$ cat src/rtl/demux_if.sv
// rtl/demux_if.sv - Producer and two-consumer handshake bundle for the buffered 1-to-2 demux.
interface demux_if #(
  parameter int BUS_WIDTH = 4,
  parameter int DEPTH     = 2
);
  localparam int CNT_W = $clog2(DEPTH + 1);

  logic [BUS_WIDTH-1:0] d;
  logic                 d_valid;
  logic                 d_ready;
  logic                 switch;

  logic [BUS_WIDTH-1:0] a;
  logic                 a_valid;
  logic                 a_ready;
  logic [BUS_WIDTH-1:0] b;
  logic                 b_valid;
  logic                 b_ready;

  logic [CNT_W-1:0]     a_count;
  logic [CNT_W-1:0]     b_count;

  // master drives the producer side and both consumer readies
  modport master (
    output d, d_valid, switch, a_ready, b_ready,
    input  d_ready, a, a_valid, b, b_valid, a_count, b_count
  );

  modport slave (
    input  d, d_valid, switch, a_ready, b_ready,
    output d_ready, a, a_valid, b, b_valid, a_count, b_count
  );
endinterface

$ cat src/rtl/demux.sv
// rtl/demux.sv - Buffered 1-to-2 demultiplexer with one small FIFO per output.
module demux #(
  parameter int BUS_WIDTH = 4,
  parameter int DEPTH     = 2
) (
  input logic    clk,
  input logic    rst_n,
  demux_if.slave bus
);
  localparam int PTR_W = $clog2(DEPTH);
  localparam int CNT_W = $clog2(DEPTH + 1);

  logic [1:0]           full;
  logic [1:0]           push;
  logic [1:0]           pop;
  logic [1:0]           out_ready;
  logic [CNT_W-1:0]     cnt  [2];
  logic [BUS_WIDTH-1:0] head [2];

  // No pass-through: a full FIFO refuses input even if it pops this cycle.
  assign bus.d_ready = bus.switch ? !full[1] : !full[0];

  assign push[0]   = bus.d_valid && bus.d_ready && !bus.switch;
  assign push[1]   = bus.d_valid && bus.d_ready &&  bus.switch;
  assign out_ready = {bus.b_ready, bus.a_ready};
  assign pop[0]    = (cnt[0] != '0) && out_ready[0];
  assign pop[1]    = (cnt[1] != '0) && out_ready[1];

  for (genvar ch = 0; ch < 2; ch++) begin : g_fifo
    logic [BUS_WIDTH-1:0] mem_q [DEPTH];
    logic [PTR_W-1:0]     wr_ptr_q, wr_ptr_d;
    logic [PTR_W-1:0]     rd_ptr_q, rd_ptr_d;
    logic [CNT_W-1:0]     count_q, count_d;

    // Pointers wrap naturally because DEPTH is a power of two.
    always_comb begin
      wr_ptr_d = wr_ptr_q;
      rd_ptr_d = rd_ptr_q;
      count_d  = count_q;
      if (push[ch]) wr_ptr_d = wr_ptr_q + PTR_W'(1);
      if (pop[ch])  rd_ptr_d = rd_ptr_q + PTR_W'(1);
      if (push[ch] && !pop[ch])      count_d = count_q + CNT_W'(1);
      else if (!push[ch] && pop[ch]) count_d = count_q - CNT_W'(1);
    end

    always_ff @(posedge clk or negedge rst_n) begin
      if (!rst_n) begin
        wr_ptr_q <= '0;
        rd_ptr_q <= '0;
        count_q  <= '0;
      end else begin
        wr_ptr_q <= wr_ptr_d;
        rd_ptr_q <= rd_ptr_d;
        count_q  <= count_d;
      end
    end

    // Storage needs no reset: reads are zero-gated by the count.
    always_ff @(posedge clk) begin
      if (push[ch]) mem_q[wr_ptr_q] <= bus.d;
    end

    assign full[ch] = (count_q == CNT_W'(DEPTH));
    assign cnt[ch]  = count_q;
    assign head[ch] = (count_q != '0) ? mem_q[rd_ptr_q] : '0;
  end

  assign bus.a       = head[0];
  assign bus.a_valid = (cnt[0] != '0);
  assign bus.a_count = cnt[0];
  assign bus.b       = head[1];
  assign bus.b_valid = (cnt[1] != '0);
  assign bus.b_count = cnt[1];
endmodule
$ cat src/flat_wrapper.sv
// flat-port wrapper written by rule: the top's interface ports become plain ports
module demux_flat 
#(
  parameter int BUS_WIDTH = 4,
  parameter int DEPTH     = 2
)
  (clk, rst_n, bus_d, bus_d_valid, bus_switch, bus_a_ready, bus_b_ready, bus_d_ready, bus_a, bus_a_valid, bus_b, bus_b_valid, bus_a_count, bus_b_count);
  demux_if #(.BUS_WIDTH(BUS_WIDTH), .DEPTH(DEPTH)) bus_i ();
  input logic clk;
  input logic rst_n;
  input wire logic [$bits(bus_i.d)-1:0] bus_d;
  input wire logic [$bits(bus_i.d_valid)-1:0] bus_d_valid;
  input wire logic [$bits(bus_i.switch)-1:0] bus_switch;
  input wire logic [$bits(bus_i.a_ready)-1:0] bus_a_ready;
  input wire logic [$bits(bus_i.b_ready)-1:0] bus_b_ready;
  output wire logic [$bits(bus_i.d_ready)-1:0] bus_d_ready;
  output wire logic [$bits(bus_i.a)-1:0] bus_a;
  output wire logic [$bits(bus_i.a_valid)-1:0] bus_a_valid;
  output wire logic [$bits(bus_i.b)-1:0] bus_b;
  output wire logic [$bits(bus_i.b_valid)-1:0] bus_b_valid;
  output wire logic [$bits(bus_i.a_count)-1:0] bus_a_count;
  output wire logic [$bits(bus_i.b_count)-1:0] bus_b_count;
  assign bus_i.d = bus_d;
  assign bus_i.d_valid = bus_d_valid;
  assign bus_i.switch = bus_switch;
  assign bus_i.a_ready = bus_a_ready;
  assign bus_i.b_ready = bus_b_ready;
  assign bus_d_ready = bus_i.d_ready;
  assign bus_a = bus_i.a;
  assign bus_a_valid = bus_i.a_valid;
  assign bus_b = bus_i.b;
  assign bus_b_valid = bus_i.b_valid;
  assign bus_a_count = bus_i.a_count;
  assign bus_b_count = bus_i.b_count;
  demux #(.BUS_WIDTH(BUS_WIDTH), .DEPTH(DEPTH)) u_core (.clk(clk), .rst_n(rst_n), .bus(bus_i));
endmodule
$ cat config.mk
export PLATFORM = sky130hd
export DESIGN_NAME = demux_flat
export DESIGN_NICKNAME = d
export VERILOG_FILES = /design/src/rtl/demux_if.sv /design/src/rtl/demux.sv /design/src/flat_wrapper.sv
export SDC_FILE = /design/constraint.sdc
export NUM_CORES = 1
export LEC_CHECK = 0
export BUFFER_PORTS_ARGS = -buffer_cell sky130_fd_sc_hd__buf_2
export CORE_ASPECT_RATIO = 0.7
export CORE_MARGIN = 1
export CORE_UTILIZATION = 35
export CTS_CLUSTER_SIZE = 25
export DETAILED_ROUTE_END_ITERATION = 10
export PLACE_DENSITY_LB_ADDON = 0.15
export RECOVER_POWER = 25
export SYNTH_ARGS = -nofsm -noshare
export SYNTH_HDL_FRONTEND = slang
export SYNTH_SLANG_ARGS = --single-unit
$ cat constraint.sdc
create_clock -name clk -period 1.4 [get_ports clk]
set_clock_uncertainty 0.1 [all_clocks]
set_input_delay 0.14 -clock clk [delete_from_list [all_inputs] [get_ports clk]]
set_output_delay 0.14 -clock clk [all_outputs]
set_load 0.03 [all_outputs]
# Yosys cells after proc, flatten, opt, wreduce, memory -nomap -nowiden
# Memories as Yosys holds them, arrays and structs flattened.
# Index checks and enable logic that the tools add are counted.
[totals]
memories = 2
mem_bits_rw = 16
register_bits = 8
[op_classes]
n_eq_ne = 2
n_addsub = 8
n_reduce_logical = 20
mux = 11
[memory_table]
columns = ["memory", "words", "word_bits", "read_ports", "rd_ports_with_merged_regs", "write_ports", "line", "source"]
rows = [
  ["u_core.g_fifo[0].mem_q", 2, 4, 1, 0, 1, "demux.sv:30", "logic [BUS_WIDTH-1:0] mem_q [DEPTH];"],
  ["u_core.g_fifo[1].mem_q", 2, 4, 1, 0, 1, "demux.sv:30", ""],
]
[ops]
columns = ["operator", "count"]
rows = [
  ["logical AND 1 bit", 9],
  ["two-way mux 2 bit", 4],
  ["two-way mux 4 bit", 2],
  ["nonzero test 2 bit", 4],
  ["logical NOT 1 bit", 7],
  ["two-way mux 1 bit", 5],
  ["adder 1 bit, second input constant", 4],
  ["adder 2 x 1 -> 2 bit, second input constant", 2],
  ["== test 2 bit, second input constant", 2],
  ["subtractor 2 x 1 -> 2 bit, second input constant", 2],
]

# Depth between registers and ports, before layout
# Gate-level depths: netlist (run 1).
[logic_depth]
ltp_word = 9
ltp_mapped = 7
depth_no_buf = 7

# Worst setup path before layout (run 1)
# Ideal clock, no wire load.
[synth_timing]
path_kind = "flip-flop to flip-flop"
from = "register u_core.g_fifo[1].count_q[0] (netlist: u_core.bus.b_count[0])"
to = "register u_core.g_fifo[1].count_q[1] (netlist: u_core.bus.b_count[1])"
t_required_ns = 1.219
t_arrival_ns = 1.498
stages_incl_launch_ff = 7
setup_slack_ns = -0.279
path_cell_list = "dfrtp_1 > nand2b_1 > and3_4 > ha_1 > xor2_1 > nor2_1 > xor2_1"
[synth_between]
elab_chain_cells = 8
elab_cells_between_ends = 16
classes_between = "add/sub (2); eq/ne (1); mux (3); reduce/logical (10)"
[synth_rtl]
columns = ["item", "line", "source"]
rows = [
  ["start: declaration", "demux.sv:33", "logic [CNT_W-1:0] count_q, count_d;"],
  ["start signal: assignment", "demux.sv:54", "count_q <= count_d;"],
  ["== test 2 bit (*)", "demux.sv:63", "assign full[ch] = (count_q == CNT_W'(DEPTH));"],
  ["logical NOT 1 bit (*)", "demux.sv:21", "assign bus.d_ready = bus.switch ? !full[1] : !full[0];"],
  ["two-way mux 1 bit (*)", "demux.sv:21", ""],
  ["logical AND 1 bit (*) (2 in a row)", "demux.sv:24", "assign push[1] = bus.d_valid && bus.d_ready && bus.switch;"],
  ["named net u_core.push[1]", "demux.sv:14", "logic [1:0] push;"],
  ["logical NOT 1 bit", "demux.sv:43", "else if (!push[ch] && pop[ch]) count_d = count_q - CNT_W'(1);"],
  ["logical AND 1 bit", "demux.sv:43", ""],
  ["nonzero test 2 bit (no line)", "-", ""],
]
# Mark *: on every way through the listed nets, which the timed path passes. The rest lies on a longest branch. The select of a mux whose other input is x is not followed.
# A chain may end at the register's enable or synchronous reset.

# Final worst setup path (run 1)
[layout_timing]
from = "register u_core.g_fifo[0].count_q[0] (netlist: u_core.bus.a_count[0])"
to = "output bus_d_ready"
[layout_between]
elab_chain_cells = 3
[layout_rtl]
columns = ["item", "line", "source"]
rows = [
  ["start: declaration", "demux.sv:33", ""],
  ["start signal: assignment", "demux.sv:54", ""],
  ["== test 2 bit", "demux.sv:63", ""],
  ["logical NOT 1 bit", "demux.sv:21", ""],
  ["two-way mux 1 bit", "demux.sv:21", ""],
  ["end: declaration", "flat_wrapper.sv:16", "output wire logic [$bits(bus_i.d_ready)-1:0] bus_d_ready;"],
]
# No other way between the ends.

==> results of run 1 <==
[registers in the layout (all words and copies together) (netlist names)]
name,cells
u_core.g_fifo.rd_ptr_q,2
u_core.g_fifo.wr_ptr_q,2
u_core.bus.a_count,2
u_core.bus.b_count,2
u_core.g_fifo.mem_q,16
[how the worst min path moves through the flow]
stage	start	slack [ns]	endpoint	cells past startpoint
global placement	rst_n	-0.10	u_core.g_fifo[0].wr_ptr_q	1
detailed placement	rst_n	-0.09	u_core.g_fifo[0].wr_ptr_q	1
global route	bus_d[1]	0.08	u_core.g_fifo[1].mem_q[0][1]	1
finish	bus_d[1]	0.08	u_core.g_fifo[1].mem_q[1][1]	1
CTS	bus_d[2]	0.0003	u_core.g_fifo[1].mem_q[1][2]	1
floorplan	rst_n	-0.26	u_core.bus.a_count[0]	0
[routing by layer]
layer / routed length, um / GRT usage [%]
met3: 98 / 5.34
met1: 904 / 17.6
met2: 753 / 19.6
met4: 0 / 1.28
met5: 0 / 0
[report_power, final]
group / switching, W / internal (W)
combinational: 0.00101 / 0.00101
clock: 0.000214 / 0.000196
sequential: 0.000213 / 0.000969
[cell usage in the layout, fill, tap and decap left out, types with 3 or more instances in the layout]
cell type  instances
xor2_1             4
edfxtp_1          16
nor2_1             5
xnor2_1            5
nor2_4             3
mux2i_1            8
clkbuf_8           3
nor2_2             5
buf_2             10
buf_4             17
clkbuf_1           3
dfrtp_2            6
buf_6             11
[cell type report]
cell class                      instances  share of cell area [%]
Inverter                                3                   0.892
Tap cell                               36                    2.92
Clock inverter                          1                   0.243
Clock buffer                            3                    2.68
Sequential cell                        24                    44.6
Multi-Input combinational cell         43                    27.1
Timing Repair Buffer                   43                    21.6
[stage by stage]
step | hold slack (ns) | TNS (ns) | total power [W] | instances
after floorplan | -0.256 | -0.635 | 0.00226 | 72
after global placement | -0.104 | -0.0758 | 0.00278 | 142
after detailed placement | -0.0948 | -0.116 | 0.00279 | 142
after CTS | 0.000282 | -0.748 | 0.00345 | 150
after global routing | 0.0787 | -0.935 | 0.00383 | 153
final | 0.0838 | -0.389 | 0.00361 | 153
[cells by family after synthesis]
kind of cell             after synthesis  share of synthesized area [%]
flip-flops                            24                           66.3
AND/OR/NAND/NOR                       20                           10.1
XOR/XNOR                              10                           9.26
multiplexers                           9                           8.89
buffers and inverters                  5                           2.07
AO/OA/AOI/OAI                          2                          0.974
adder cells (fa/ha/maj)                2                           2.44
[worst max-delay path, cell delays in order (launching register included)]
cell and delay (ns):
dfrtp_2 0.44, nand2b_4 0.16, mux2_2 0.27, buf_6 0.14
[timing repair]
item,CTS,global route
gates resized for setup,20,23
endpoints found under the hold margin,8,4
buffers inserted,3,3
hold buffers,1,1
setup endpoints to repair,16,17
pin swaps,7,3
==> impl_metrics.yaml, run 1 <==
sta:
  setup_viol: 7
  worst_slack_ns: -0.110
  max-slew-margin-rel_pct: 81.1
  tightest_slew_ns: 0.282
  fmax_ghz: 0.662
  final_max_slew_viol_count: 0
  period_minus_slack_ns: 1.51
  grt_setup_unrepaired: "yes"
  finalHoldViolations: 0
  fin_crit_sh_pct: 108
cells_and_area:
  syn_to_final_growth_pct: 50.2
  area.sequential_um2: 688
  final_util_pct: 55.4
  final_cell_area_um2: 1540
  fillers: 241
  diodes: 0
  drive_above_1_share_pct: 59.0
  multi_input_area_um2: 418
  nets: 130
clock_tree:
  htreeDepth: 1
  numCtsBuffers: 3
  cts.path.max_buffers: 2
  clkTransAtPathRegs_ns: 0.08
  clk_latency_ns: 0.26
  clock_sinks: 24
  tritoncts: "done"
  cts_root_buf: "clkbuf_8"
synth:
  synth_top_cell_by_area: "edfxtp_1"
  yosys_warnings: 0
  synth_commonest_cells: "edfxtp_1, nor2_1, dfrtp_1, mux2i_1, xnor2_1"
  syn_inst: 72
  synthTopCellsByArea: "edfxtp_1, dfrtp_1, mux2i_1"
  async_flop_share_pct: 33.3
  synth_area_um2: 1030
  synthDominantCellAreaShare_pct: 46.8
  yosysMostFrequentCell: "edfxtp_1"
  ys_ff_latch: 24
  yosysSeqAreaShare_pct: 66.3
  synth.distinct_cells: 18
  synth_ff_type: "edfxtp_1"
  syn_avg_cell_area_um2: 14.3
  synth_edf_count: 16
  syn_nets: 84
global_routing:
  grt_first_pass_wirelength_mm: 2.74
  first_global_vias: 568
  grt.overflow.total: 0
  grt_max_degree: 14
  antenna_found_initial: 0
  track_usage_pct: 12.7
drt:
  drc: 0
  vias: 653
  firstDrtPassIters: 3
  drt_iter0_markers: 17
  drt_wl_total_mm: 1.76
  detail_route.vias_per_cell: 4.27
  ant_nets: 0
  wl_per_cell_um: 11.5
critical_path:
  critPathCaptureType: "primary output"
  r2r-start: "u_core.bus.b_count[1]"
  reg2reg_depth: 5
  crit_type: "reg2out"
  arrival_ns: 1.27
  required_ns: 1.16
  reg2reg_slack_ns: -0.10
  crit_fanout: 4
  r2r-end: "u_core.bus.b_count[1]"
  crit_end: "bus_d_ready"
  startpoint: "u_core.bus.a_count[0]"
  cp-start-kind: "register"
floorplanning:
  start_util_pct: 36.9
  core_area_um2: 2780
  die_w_um: 66.8
  die_area_um2: 3160
  placementRows: 16
  ios: 25
  die_height_um: 47.3
status:
  violations: "setup timing"
  status: "finished with violations"
placed_design:
  portBuffers: 24
  pre_cts_ws_ns: -0.0707
  place_area_um2: 1340
  gp_congestion: 0.669
  detailed_place_hpwl_mm: 1.28
hold_path:
  hp-class: "in2reg"
pwr:
  power_density_nw_per_um2: 2340
  p_leak_nw: 0.650
  ir_worst_vdd_v: 0.00113
run:
  cap_violations: 0
(Power assumes the default switching activity.)
==> inputs of run 2 (changes only) <==
--- a/config.mk
+++ b/config.mk
@@ -6,7 +6,7 @@
 export NUM_CORES = 1
 export LEC_CHECK = 0
 export BUFFER_PORTS_ARGS = -buffer_cell sky130_fd_sc_hd__buf_2
-export CORE_ASPECT_RATIO = 0.7
+export CORE_ASPECT_RATIO = 1.75
 export CORE_MARGIN = 1
 export CORE_UTILIZATION = 35
 export CTS_CLUSTER_SIZE = 25
==> run 2 against run 1 <==
Compared with the run above:
- the flow still finishes with violations (setup timing)
- sequential share of layout area decreased by 0.47 points
- first-iteration DRC count decreased by 82%
- cell count decreased by 5.9%
- setup slack got worse by 0.059 ns
- wire length increased by 1.4%
- non-clock buffer count unchanged
- final area increased by 1.1%
- register-to-register slack got worse by 0.04 ns
- clock power increased by 43%
- utilization increased by 1.2 points
- maximum frequency decreased by 3.7%
- global-route usage decreased by 0.31 points
- critical endpoint unchanged
==> impl_metrics.yaml, run 2 (same netlist as run 1, synthesis figures left out) <==
drt:
  vias: 666
  firstDrtPassIters: 2
  detail_route.vias_per_cell: 4.63
  drt_iter0_markers: 3
  ant_nets: 0
  drc: 0
  drt_wl_total_mm: 1.78
  wl_per_cell_um: 12.4
pwr:
  finalPower_w: 0.00381
  p_sw_w: 0.00145
  p_int_w: 0.00237
  p_sw_share_pct: 37.9
  combPwrFrac_pct: 53.5
  ir_worst_vdd_v: 0.00135
  seq_power_share_pct: 31.1
  p_leak_nw: 0.673
  clkPwrFrac_pct: 15.4
  power_density_nw_per_um2: 2450
sta:
  setup_viol: 16
  tightest_slew_ns: 0.214
  fin_crit_sh_pct: 112
  final_max_slew_viol_count: 0
  grt_setup_unrepaired: "yes"
  finalHoldViolations: 0
  fmax_ghz: 0.637
  worst_slack_ns: -0.169
  period_minus_slack_ns: 1.57
  max-slew-margin-rel_pct: 85.8
  holdWs_ns: 0.0666
critical_path:
  reg2reg_slack_ns: -0.14
  required_ns: 1.16
  arrival_ns: 1.33
  critPathCaptureType: "primary output"
  crit_fanout: 3
  cp-start-kind: "register"
  cpPeakStageDelay_ns: 0.42
  worstPathCellList: "nand2b_4 -> buf_6 -> mux2_4 -> buf_6"
  crit_type: "reg2out"
  slowest_stage: "dfrtp_2"
  crit_top_cell: "buf_6"
placed_design:
  gp_congestion: 0.669
  place_area_um2: 1320
  portBuffers: 24
  detailed_place_hpwl_mm: 1.35
clock_tree:
  clk_latency_ns: 0.26
  numCtsBuffers: 3
  tritoncts: "done"
  cts_root_buf: "clkbuf_8"
  cts.path.max_buffers: 2
  clock_sinks: 24
  htreeDepth: 1
  clkTransAtPathRegs_ns: 0.08
cells_and_area:
  final_cell_area_um2: 1560
  nets: 130
  largest_reg_flops: 16
  final_common_cell: "buf_4"
  drive_above_1_share_pct: 59.0
  diodes: 0
  top_register: "u_core.g_fifo.mem_q"
  syn_to_final_growth_pct: 51.8
  final_cell_mix: "buf_4, edfxtp_1, nor2_1, buf_2, mux2i_1"
floorplanning:
  die_height_um: 73.7
  core_area_um2: 2750
  start_util_pct: 37.3
  placementRows: 25
  ios: 25
  die_w_um: 43.0
  die_area_um2: 3160
global_routing:
  grt_first_pass_wirelength_mm: 2.95
  first_global_vias: 678
  antenna_found_initial: 0
  busiest_layer: "met2"
  use_met1_pct: 13.5
  grt.overflow.total: 0
  track_usage_pct: 12.4
  grt_max_degree: 15
  use_met2_pct: 23.6
  grtUsageMet3_pct: 1.47
hold_path:
  hp-class: "in2reg"
status:
  status: "finished with violations"
  violations: "setup timing"
run:
  cap_violations: 0
[run 2: routing by layer]
layer / wire [um] / up-vias / share of wire, %
li1: - / 332 / -
met1: 694 / 317 / 39
met2: 1010 / 15 / 56
met3: 58 / 2 / 3.3
met4: 22 / 0 / 1.2
met5: 0 / - / 0
[run 2: per-stage QoR]
| stage | util [%] | instances | worst slack (ns) | setup TNS, ns |
|---|---|---|---|---|
| after global routing | 56.6 | 144 | -0.226 | -1.93 |
| after global placement | 47.9 | 132 | -0.0535 | -0.0939 |
| after CTS | 55.4 | 143 | -0.179 | -1.06 |
| final | 56.6 | 144 | -0.169 | -0.857 |
| after floorplan | - | 72 | -0.136 | -0.635 |
| after detailed placement | 47.9 | 132 | -0.0775 | -0.120 |
[run 2: worst max-delay path: cells and delay by family (launching register included)]
| kind | cells | cell delay [ns] |
|---|---|---|
| DFF | 1 | 0.42 |
| buffers and inverters | 2 | 0.24 |
| muxes | 1 | 0.26 |
| and+or+nand+nor | 1 | 0.15 |
[run 2: path summary, 6_finish.rpt]
path | to | cells past startpoint | from
setup / recovery | bus_d_ready | 4 | u_core.bus.a_count[0]
hold / removal | u_core.g_fifo[1].mem_q[0][2] | 1 | bus_d[2]
setup reg to reg | u_core.bus.a_count[1] | 8 | u_core.bus.a_count[0]
hold reg to reg | u_core.g_fifo[1].wr_ptr_q | 1 | u_core.g_fifo[1].wr_ptr_q
max in group asynchronous | u_core.g_fifo[1].rd_ptr_q | 2 | rst_n
min in group asynchronous | u_core.bus.a_count[1] | 2 | rst_n
[run 2: layout make-up]
type | instances | area [um2]
repair buffers | 43 | 320
flip-flops and latches | 24 | 688
clock inverters | 1 | 30.0
well taps | 27 | 33.8
multi-input cells | 43 | 432
clock buffers | 3 | 41.3
inverters | 3 | 13.8
fillers | 248 | 1190
[run 2: power by group through the flow]
| stage | Sequential [W] | Clock, W | Combinational, W |
|---|---|---|---|
| after floorplan | 0.00124 | 0 | 0.00102 |
| after global placement | 0.00117 | 0 | 0.00159 |
| after detailed placement | 0.00118 | 0 | 0.00161 |
| after CTS | 0.00119 | 0.000598 | 0.00197 |
| after global routing | 0.00122 | 0.000625 | 0.00217 |
| final | 0.00118 | 0.000588 | 0.00204 |
[run 2: timing repair]
action                                  4_1_cts  5_1_grt
hold buffers                                  1        1
endpoints found under the setup margin       13       27
pin swaps                                     8        7
hold endpoints to repair                      8        2
gates resized for setup                      25       14
setup buffers                                 6        1
==> inputs of run 3 (changes only) <==
--- a/config.mk
+++ b/config.mk
@@ -11,7 +11,6 @@
 export CORE_UTILIZATION = 35
 export CTS_CLUSTER_SIZE = 25
 export DETAILED_ROUTE_END_ITERATION = 10
-export PLACE_DENSITY_LB_ADDON = 0.15
 export RECOVER_POWER = 25
 export SYNTH_ARGS = -nofsm -noshare
 export SYNTH_HDL_FRONTEND = slang
==> run 3 against run 2 <==
Compared with the run above:
- the run still ends with setup timing left
- die area unchanged
- setup slack worse by 0.024 ns
- flip-flop and latch count unchanged
- register-to-register slack about the same
- combinational power about the same
- maximum frequency down 1.5%
- sequential share of layout area up 0.28 points
- first-iteration DRC count rose to 3.0 times the previous value
- utilization down 0.45 points
==> impl_metrics.yaml, run 3 (same netlist as run 1, synthesis figures left out) <==
cells_and_area:
  final_cell_mix: "edfxtp_1, buf_2, buf_4"
  syn_to_final_growth_pct: 50.5
  final_util_pct: 56.2
  top_register: "u_core.g_fifo.mem_q"
  drive_above_1_share_pct: 60.7
  nets: 130
  final_common_cell: "edfxtp_1"
  largest_reg_flops: 16
  diodes: 0
critical_path:
  r2r-start: "u_core.bus.a_count[0]"
  arrival_ns: 1.35
  cpPeakStageDelay_ns: 0.43
  crit_fanout: 4
  slowest_stage: "dfrtp_2"
  worstPathCellList: "nand2b_4 -> buf_6 -> mux2_4 -> buf_6"
  cp_num_buf_inv: 2
  startpoint: "u_core.bus.a_count[0]"
  cp-start-kind: "register"
  crit_top_cell: "buf_6"
  critPathCaptureType: "primary output"
  required_ns: 1.16
  crit_type: "reg2out"
  crit_family: "flip-flops"
clock_tree:
  clkTransAtPathRegs_ns: 0.08
  numCtsBuffers: 3
  htreeDepth: 1
  clk_latency_ns: 0.25
  tritoncts: "done"
  cts.path.max_buffers: 2
  cts_root_buf: "clkbuf_8"
  clock_sinks: 24
sta:
  max-slew-margin-rel_pct: 77.7
  setup_viol: 21
  tns_ns: -1.51
  period_minus_slack_ns: 1.59
  finalHoldViolations: 0
  final_max_slew_viol_count: 0
  fmax_ghz: 0.628
  tightest_slew_ns: 0.333
  worst_slack_ns: -0.193
  fin_crit_sh_pct: 114
  grt_setup_unrepaired: "yes"
global_routing:
  grt_first_pass_wirelength_mm: 2.86
  track_usage_pct: 12.3
  grt.overflow.total: 0
  grt_max_degree: 14
  first_global_vias: 653
  antenna_found_initial: 0
drt:
  drc: 0
  ant_nets: 0
  vias: 653
  drt_wl_total_mm: 1.72
  drt_iter0_markers: 9
  detail_route.vias_per_cell: 4.53
  firstDrtPassIters: 2
  wl_per_cell_um: 11.9
hold_path:
  hp-class: "in2reg"
  hp-start: "bus_d[0]"
status:
  status: "finished with violations"
  violations: "setup timing"
floorplanning:
  placementRows: 25
  core_area_um2: 2750
  die_area_um2: 3160
  die_height_um: 73.7
  start_util_pct: 37.3
  die_w_um: 43.0
  ios: 25
placed_design:
  gp_congestion: 0.731
  detailed_place_hpwl_mm: 1.35
  pre_cts_ws_ns: -0.0796
  portBuffers: 24
pwr:
  p_leak_nw: 0.648
  finalPower_w: 0.00363
  power_density_nw_per_um2: 2350
  ir_worst_vdd_v: 0.00140
run:
  cap_violations: 0
==> run 3: worst paths after layout <==
path / to / cells after the start / slack, ns
max: bus_d_ready / 4 / -0.19
min: u_core.g_fifo[0].mem_q[1][0] / 1 / 0.09
max reg2reg: u_core.bus.a_count[1] / 8 / -0.13
min reg2reg: u_core.g_fifo[1].wr_ptr_q / 1 / 0.42
max in group asynchronous: u_core.g_fifo[1].rd_ptr_q / 2 / 0.84
min in group asynchronous: u_core.g_fifo[0].rd_ptr_q / 2 / 0.16
==> run 3: per-stage QoR <==
| stage | hold slack (ns) | std cells | area, um2 |
|---|---|---|---|
| global placement | -0.102 | 131 | 1310 |
| global route | 0.0996 | 144 | 1550 |
| finish | 0.0861 | 144 | 1550 |
| floorplan | -0.256 | 72 | 1090 |
| CTS | 0.00993 | 140 | 1450 |
| detailed placement | -0.0975 | 131 | 1310 |
==> run 3: report_power, final <==
part	leakage [nW]	switching, W	internal, W
clock	0.0231	0.000187	0.000195
combinational	0.391	0.00104	0.00102
sequential	0.235	0.000224	0.000966
total	0.648	0.00145	0.00218
==> run 3: timing repair <==
action	4_1_cts	5_1_grt
gates resized for setup	18	20
pin swaps	7	3
hold buffers	1	0
buffers inserted	4	4
endpoints found under the hold margin	8	0
endpoints found under the setup margin	13	26
==> run 3: metal layers <==
layer  GRT usage [%]  wire [um]
met1            12.8        625
met2            23.6        993
met3           0.737         57
met4            7.07         43
met5               0          0
==> run 3: layout make-up <==
type | count | area (um2)
clock buffers | 3 | 41.3
clock inverters | 1 | 3.75
fillers | 229 | 1210
inverters | 3 | 13.8
multi-input cells | 43 | 450
flip-flops and latches | 24 | 687
well taps | 27 | 33.8
repair buffers | 43 | 317
